## src/rtl/hazard_forward_unit.sv

```systemverilog
// hazard_forward_unit: hazard / forwarding controller for the 5-stage RV32I pipeline.
// Produces stage clock enables, bubble/flush controls and EX operand forwarding
// selects. A small FSM (RUN / LOAD_STALL / BR_FLUSH) sequences multi-cycle
// load-use stalls and branch flush windows; data-memory waits freeze everything.
// Optional macro HAZARD_PERF_CNT_EN adds stall/flush performance counters;
// without it the counter outputs are tied to zero and no counter flops exist.

// Per-operand forwarding select: MA result beats WB result, x0 never forwards,
// and a load still in MA cannot forward (its data is not available yet).
module hazard_fwd_sel #(
    parameter int REG_ADDR_W = 5
) (
    input  logic [REG_ADDR_W-1:0] ex_rs,
    input  logic [REG_ADDR_W-1:0] ma_rd,
    input  logic                  ma_reg_wr,
    input  logic                  ma_mem_rd,
    input  logic [REG_ADDR_W-1:0] wb_rd,
    input  logic                  wb_reg_wr,
    output logic [1:0]            sel
);
    // priority select, 2'b11 is never produced
    always_comb begin
        sel = 2'b00;
        if (ma_reg_wr && ma_rd != '0 && ma_rd == ex_rs && !ma_mem_rd)
            sel = 2'b01;
        else if (wb_reg_wr && wb_rd != '0 && wb_rd == ex_rs)
            sel = 2'b10;
    end
endmodule

module hazard_forward_unit #(
    parameter int REG_ADDR_W     = 5,
    parameter int LOAD_USE_STALL = 1,
    parameter int BRANCH_PENALTY = 2
) (
    input  logic                  clk,
    input  logic                  rst,
    input  logic                  i_instr_ready,
    input  logic                  i_data_ready,
    input  logic [REG_ADDR_W-1:0] i_id_rs1,
    input  logic [REG_ADDR_W-1:0] i_id_rs2,
    input  logic                  i_id_use_rs1,
    input  logic                  i_id_use_rs2,
    input  logic [REG_ADDR_W-1:0] i_ex_rs1,
    input  logic [REG_ADDR_W-1:0] i_ex_rs2,
    input  logic [REG_ADDR_W-1:0] i_ex_rd,
    input  logic                  i_ex_reg_wr,
    input  logic                  i_ex_mem_rd,
    input  logic [REG_ADDR_W-1:0] i_ma_rd,
    input  logic                  i_ma_reg_wr,
    input  logic                  i_ma_mem_rd,
    input  logic                  i_ma_mem_req,
    input  logic [REG_ADDR_W-1:0] i_wb_rd,
    input  logic                  i_wb_reg_wr,
    input  logic                  i_ex_branch_taken,
    output logic                  o_if_clk_en,
    output logic                  o_id_clk_en,
    output logic                  o_ex_clk_en,
    output logic                  o_ma_clk_en,
    output logic                  o_id_flush,
    output logic                  o_ex_flush,
    output logic                  o_wb_bubble,
    output logic [1:0]            o_fwd_a,
    output logic [1:0]            o_fwd_b,
    output logic [31:0]           o_stall_cnt,
    output logic [31:0]           o_flush_cnt
);
    typedef enum logic [1:0] {RUN, LOAD_STALL, BR_FLUSH} state_t;

    localparam logic [2:0] LU_INIT = 3'(LOAD_USE_STALL - 1);
    localparam logic [2:0] BR_INIT = 3'(BRANCH_PENALTY - 1);

    state_t     state;
    logic [2:0] cnt;

    logic load_use, mem_wait;
    logic [1:0][REG_ADDR_W-1:0] ex_rs;
    logic [1:0][1:0]            fwd_sel;

    assign load_use = i_ex_mem_rd && i_ex_reg_wr && (i_ex_rd != '0) &&
                      ((i_id_use_rs1 && i_id_rs1 == i_ex_rd) ||
                       (i_id_use_rs2 && i_id_rs2 == i_ex_rd));
    assign mem_wait = i_ma_mem_req && !i_data_ready;

    assign ex_rs[0] = i_ex_rs1;
    assign ex_rs[1] = i_ex_rs2;

    for (genvar g = 0; g < 2; g++) begin : g_fwd
        hazard_fwd_sel #(.REG_ADDR_W(REG_ADDR_W)) u_sel (
            .ex_rs     (ex_rs[g]),
            .ma_rd     (i_ma_rd),
            .ma_reg_wr (i_ma_reg_wr),
            .ma_mem_rd (i_ma_mem_rd),
            .wb_rd     (i_wb_rd),
            .wb_reg_wr (i_wb_reg_wr),
            .sel       (fwd_sel[g])
        );
    end

    // forwarding selects are forced to regfile while reset is held
    assign o_fwd_a = rst ? 2'b00 : fwd_sel[0];
    assign o_fwd_b = rst ? 2'b00 : fwd_sel[1];

    // pipeline controls: reset > mem wait > branch > flush window > load stall > fetch wait
    always_comb begin
        o_if_clk_en = 1'b1;
        o_id_clk_en = 1'b1;
        o_ex_clk_en = 1'b1;
        o_ma_clk_en = 1'b1;
        o_id_flush  = 1'b0;
        o_ex_flush  = 1'b0;
        o_wb_bubble = 1'b0;
        if (rst) begin
            o_if_clk_en = 1'b0;
            o_id_clk_en = 1'b0;
            o_ex_clk_en = 1'b0;
            o_ma_clk_en = 1'b0;
        end else if (mem_wait) begin
            o_if_clk_en = 1'b0;
            o_id_clk_en = 1'b0;
            o_ex_clk_en = 1'b0;
            o_ma_clk_en = 1'b0;
            o_wb_bubble = 1'b1;
        end else if (i_ex_branch_taken) begin
            o_id_flush  = 1'b1;
            o_ex_flush  = 1'b1;
        end else if (state == BR_FLUSH) begin
            o_id_flush  = 1'b1;
        end else if (state == LOAD_STALL || load_use) begin
            o_if_clk_en = 1'b0;
            o_id_clk_en = 1'b0;
            o_ex_flush  = 1'b1;
        end else if (!i_instr_ready) begin
            o_if_clk_en = 1'b0;
            o_id_flush  = 1'b1;
        end
    end

    // hazard sequencer; a memory wait freezes state and count
    always_ff @(posedge clk or posedge rst) begin
        if (rst) begin
            state <= RUN;
            cnt   <= '0;
        end else if (mem_wait) begin
            state <= state;
            cnt   <= cnt;
        end else if (i_ex_branch_taken) begin
            // a branch discards any pending load stall
            if (BRANCH_PENALTY > 1) begin
                state <= BR_FLUSH;
                cnt   <= BR_INIT;
            end else begin
                state <= RUN;
                cnt   <= '0;
            end
        end else begin
            case (state)
                BR_FLUSH: begin
                    // window only advances when a real fetch arrives
                    if (i_instr_ready) begin
                        cnt <= cnt - 3'd1;
                        if (cnt == 3'd1) state <= RUN;
                    end
                end
                LOAD_STALL: begin
                    cnt <= cnt - 3'd1;
                    if (cnt == 3'd1) state <= RUN;
                end
                default: begin
                    if (load_use && LOAD_USE_STALL > 1) begin
                        state <= LOAD_STALL;
                        cnt   <= LU_INIT;
                    end
                end
            endcase
        end
    end

`ifdef HAZARD_PERF_CNT_EN
    // stall counts fetch-frozen cycles, flush counts any ID/EX bubble injection
    always_ff @(posedge clk or posedge rst) begin
        if (rst) begin
            o_stall_cnt <= '0;
            o_flush_cnt <= '0;
        end else begin
            if (!o_if_clk_en)              o_stall_cnt <= o_stall_cnt + 32'd1;
            if (o_id_flush || o_ex_flush)  o_flush_cnt <= o_flush_cnt + 32'd1;
        end
    end
`else
    assign o_stall_cnt = '0;
    assign o_flush_cnt = '0;
`endif

endmodule

```

## config.mk

```make
export PLATFORM = sky130hd
export DESIGN_NAME = hazard_forward_unit
export DESIGN_NICKNAME = d
export VERILOG_FILES = /design/src/rtl/hazard_forward_unit.sv
export SDC_FILE = /design/constraint.sdc
export NUM_CORES = 1
export LEC_CHECK = 0
export ABC_CLOCK_PERIOD_IN_PS = 3300
export CAP_MARGIN = 25
export CORE_MARGIN = 4
export CORE_UTILIZATION = 31
export DETAILED_ROUTE_END_ITERATION = 7
export GPL_ROUTABILITY_DRIVEN = 0
export HOLD_SLACK_MARGIN = 0.08
export PLACE_DENSITY = 0.83
export SLEW_MARGIN = 0
export SYNTH_ARGS = -nofsm -noshare
export SYNTH_HDL_FRONTEND = slang
export SYNTH_SLANG_ARGS = --single-unit
```

## constraint.sdc

```tcl
create_clock -name clk -period 3.3 [get_ports clk]
set_input_delay 0.99 -clock clk [delete_from_list [all_inputs] [get_ports clk]]
set_output_delay 0.99 -clock clk [all_outputs]
set_load 0.005 [all_outputs]
```

; ---- Word level (Yosys, flattened, before mapping)
; Index checks and enable logic that the tools add are counted.
[classes]
n_addsub = 1
eq_ne = 10
n_mux = 39
bitwise = 1
n_reduce_logical = 23
[ops]
columns = cell, n
row1 = $eq A5 B5 Y1, 6
row2 = $mux W1, 26
row3 = $mux W2, 9
row4 = $reduce_bool A5 Y1, 3
row5 = $logic_and A1 B1 Y1, 14
row6 = $mux W3, 2
row7 = $pmux W3 S2, 1
row8 = $pmux W2 S2, 1
row9 = $eq A3 B1 Y1 const B, 1
row10 = $ne A3 B3 Y1 const B, 1
row11 = $reduce_and A3 Y1, 1
row12 = $reduce_bool A3 Y1, 1
row13 = $sub A3 B1 Y3 const B, 1
row14 = $eq A2 B1 Y1 const B, 1
row15 = $eq A2 B2 Y1 const B, 1
row16 = $logic_not A1 Y1, 2
row17 = $logic_or A1 B1 Y1, 2
row18 = $not A1 Y1, 1
[word_totals]
regBits = 5
in_bits = 48
word_cells = 76

; ---- Logic depth before layout (Yosys ltp)
[depth]
ltp_word = 10
depth_mapped = 6
depth_no_buf = 5

; ---- Cells and area by module
; From an unflattened synthesis, not the netlist that was laid out.
[hier_totals]
cells_unflattened = 168
hier_area_um2 = 1255.0
[by_module_without_submodules]
columns = mod, n_inst, cells_per_inst, area_per_inst_um2, seq_area_each_um2
row1 = hazard_forward_unit, 1, 126, 932.1, 100.1
row2 = hazard_fwd_sel, 2, 21, 161.4, 0.0

; ---- Worst setup path after synthesis
; OpenSTA, ideal clock, no wires.
[synth_timing]
path_kind = in2out
start = input i_ma_reg_wr
end = output o_fwd_a[1]
t_arrival_ps = 1935
required_time_ps = 2310
slack_ps = 375
cell_stages = 4
path_buffers = 0
path_cell_list = nor2b_1 o21ai_1 or4_1 o31a_1
[synth_via]
elab_chain_cells = 5
[synth_rtl]
columns = item, line
row1 = start: declaration, 50  ; input logic i_ma_reg_wr,
row2 = $logic_and A1 B1 Y1 (3 in series), 24  ; if (ma_reg_wr && ma_rd != '0 && ma_rd == ex_rs && !ma_mem_rd)
row3 = $mux W2, 24
row4 = $mux W2, 101  ; assign o_fwd_a = rst ? 2'b00 : fwd_sel[0];
row5 = end: declaration, 63  ; output logic [1:0] o_fwd_a,
; No other way between the ends.

; ---- Final worst setup path
[layout_timing]
start = input i_ma_rd[1]
end = output o_fwd_a[1]
[layout_via]
elab_chain_cells = 6
elab_cells_between_ends = 7
cone_classes = eq/ne: 1 / mux: 2 / reduce/logical: 4
[layout_rtl]
columns = item, line
row1 = start: declaration, 49  ; input logic [REG_ADDR_W-1:0] i_ma_rd,
row2 = $reduce_bool A5 Y1, 24
row3 = $logic_and A1 B1 Y1, 24
row4 = $logic_and A1 B1 Y1 (*) (2 in series), 24
row5 = $mux W2 (*), 24
row6 = $mux W2 (*), 101
; Mark *: on every way between the ends. The rest lies on a longest branch, timed or not.

==> results.cfg <==
[final_layout]
antennaDiodeCount = 0
synthToLayoutAreaGrowth_pct = 53.2
postLayoutCellArea_um2 = 1800
drive_above_1_share_pct = 28.2
nets = 290

[route]
drtPass1Iterations = 4
routed_wirelength_um = 3370
post_drt_wl_per_cell_um = 11.8
maxUsedRoutingLayer = met4
via_per_inst = 4.07
ant_nets = 0
wl_met3_um = 478
wl_met1_um = 1090
route.detailed.drc = 0
vias = 1165
drt_iter0_drc = 40
wl_met2_um = 1730

[pwr]
ir_drop_uv = 118
power_density_nw_per_um2 = 233
p_total_uw = 421
p_leak_nw = 0.965

[setup_path]
worstReg2RegStart = state[1]$_DFFE_PP0P_
reg2reg_depth = 5
criticalPathCategory = in -> out
cpPeakStageDelay_ps = 560
rr_endpoint = cnt[2]$_DFFE_PP0P_
start_kind = primary input
critPathBufInv = 3
end_kind = primary output
critPathLaunch = i_ma_rd[1]
critPathArrivalTime_ps = 2290
slowest_stage = or4_4
required_ps = 2310
cp_max_fo = 2
crit_family = simple AND/OR/NAND/NOR gates
rrSetupSlack_ps = 2260
crit_top_cell = buf_6
crit_chain = buf_6 > buf_6 > xor2_1 > or4_4 > o31a_1 > buf_2

[floorplan]
core_area_um2 = 3660
ios = 123
dieHeight_um = 69.6
die_w_um = 69.6
rows = 22
initial_core_util_pct = 32.1
dieArea_um2 = 4840

[synthesis]
yosys-top-cells-count = 65 x buf_4, 16 x xnor2_1, 14 x xor2_1
yosys.area_share.simple_pct = 14.5
synth_compound_area_share_pct = 9.15
syn_area_um2 = 1180
synth.most_common_cell = buf_4
synth_top_family_by_area = buffers and inverters
yosysSeqAreaShare_pct = 8.51
yosysTopAreaCell = buf_4
synthMuxAreaShare_pct = 0
ys_types = 28
postSynth.asyncResetShare_pct = 100
ys_seq_elements = 4
ys.flop_type = dfrtp_1
syn_avg_cell_area_um2 = 7.59
syn_inst = 155
synth_edf_count = 0
yosysWarnings = 0
synth.area.top_cells = buf_4 41%, xnor2_1 12%, xor2_1 10%
synth-xor-area-share_pct = 22.3
synth_top_area_share_pct = 41.5
synthAdderAreaFrac_pct = 2.13

[placed_design]
dpl_worst_slack_ps = -713
dp_hpwl_um = 2840
io_buffer_count = 58
place_area_um2 = 1730

[worst_hold_path]
hp-start = cnt[1]$_DFFE_PP0P_
hold_depth = 2
holdCritPathClass = reg -> reg
hold_end = cnt[1]$_DFFE_PP0P_

[global_routing]
antenna_found_initial = 0
grt_max_degree = 7
grt_pass1_wl_um = 5020
grt_overflow_total = 0
grt_pass1_vias = 1226
grtUsageTotal_pct = 12.7

[timing]
finalCritPeriodShare_pct = 99.4
rsz0062_at_grt = yes
fmax_mhz = 305
finalClockSkew_ps = 3.74
finalSetupViolCount = 0
period_minus_slack_ps = 3280
setup_slack_ps = 19.0
report.final.slew_viol_count = 0
finalHoldViolations = 0
whs_ps = 470
setup_tns_ps = 0

[clock_network]
insertion_delay_ps = 220
holdBufCountCts = 0
path_clk_slew_ps = 30
cts.sinks = 4
root_buffer = clkbuf_8
numCtsBuffers = 3
cts_tree = done
cts_htree_levels = 1
clk_path_buf_depth = 2

[outcome]
outcome = complete, no violations

[job]
cap_violations = 0
## state kept, by name (all words and copies together), names as in the netlist
signal	flops
cnt	3
state	1
## metrics by stage
step                      utilization (%)  instances
final                                49.2        286
after global routing                 49.2        286
after CTS                            49.2        286
after detailed placement             47.2        280
after global placement               47.2        280
after floorplan                         -        218
## cell families (layout without fill, tap and decap cells)
| logic type | Yosys count | in the layout |
|---|---|---|
| xor gates and xnor gates | 30 | 30 |
| adders and majority gates | 2 | 2 |
| and+or+nand+nor | 33 | 33 |
| DFF | 4 | 4 |
| buffers and inverters | 70 | 90 |
| other | 1 | 64 |
| AOI/OAI and AO/OA | 15 | 15 |
## where the power goes
group	internal, mW	switching, mW	total (mW)
clock	0.0780	0.0284	0.106
sequential	0.0711	0.0143	0.0854
combinational	0.116	0.113	0.229
## per-layer routing
metal  track usage (%)  vias up
met2              24.3       94
li1                  -      556
met5                 0        -
met3              5.80        7
met1              10.9      508
met4              6.72        0
## timing repair
item | in CTS | in global routing
pin swaps | 27 | 18
resized for setup | 113 | 23
setup endpoints to repair | 11 | 7
buffers inserted | 5 | 0
## worst reg2reg max path: stages (launching register included)
cell     delay (ps)
dfrtp_1         390
a21o_1          150
nand2_1         100
nor2_1          130
nand2_1          60
o21ai_0         130
## cell usage in the layout, fill, tap and decap left out, types with 2 or more instances in the layout
| cell | instances |
|---|---|
| clkdlybuf4s15_1 | 3 |
| nand3_1 | 4 |
| inv_1 | 2 |
| nand4_1 | 2 |
| clkbuf_8 | 3 |
| nor4_2 | 2 |
| nand2_1 | 8 |
| nor2_1 | 5 |
| dlygate4sd2_1 | 15 |
| clkdlybuf4s15_2 | 2 |
| buf_2 | 13 |
| inv_2 | 2 |
| ha_1 | 2 |
| or4_4 | 3 |
| dfrtp_1 | 4 |
| xor2_1 | 14 |
| conb_1 | 64 |
| o31a_1 | 2 |
| o311a_1 | 2 |
| clkdlybuf4s50_1 | 10 |
| buf_4 | 22 |
| dlymetal6s2s_1 | 7 |
| clkbuf_2 | 6 |
| o21ai_0 | 4 |
| buf_6 | 5 |
| xnor2_1 | 15 |
## cell type report
cell class / instances / area (um^2)
inverter: 4 / 15.0
timing repair buffer: 83 / 688
fill: 371 / 1860
multi-input combinational: 144 / 897
clock buffer: 3 / 41.3
tap: 48 / 60.1
sequential: 4 / 100
## how the worst max path moves through the flow
| stage | endpoint | slack, ps | cells past startpoint |
|---|---|---|---|
| after floorplan | o_fwd_a[1] | 370 | 4 |
| after global placement | o_fwd_b[0] | -660 | 6 |
| after detailed placement | o_fwd_a[0] | -710 | 6 |
| after CTS | o_fwd_b[1] | 3 | 6 |
| after global routing | o_fwd_a[1] | -8 | 6 |
| final | o_fwd_a[1] | 20 | 6 |
No activity file was read; power rests on OpenSTA's default activity.
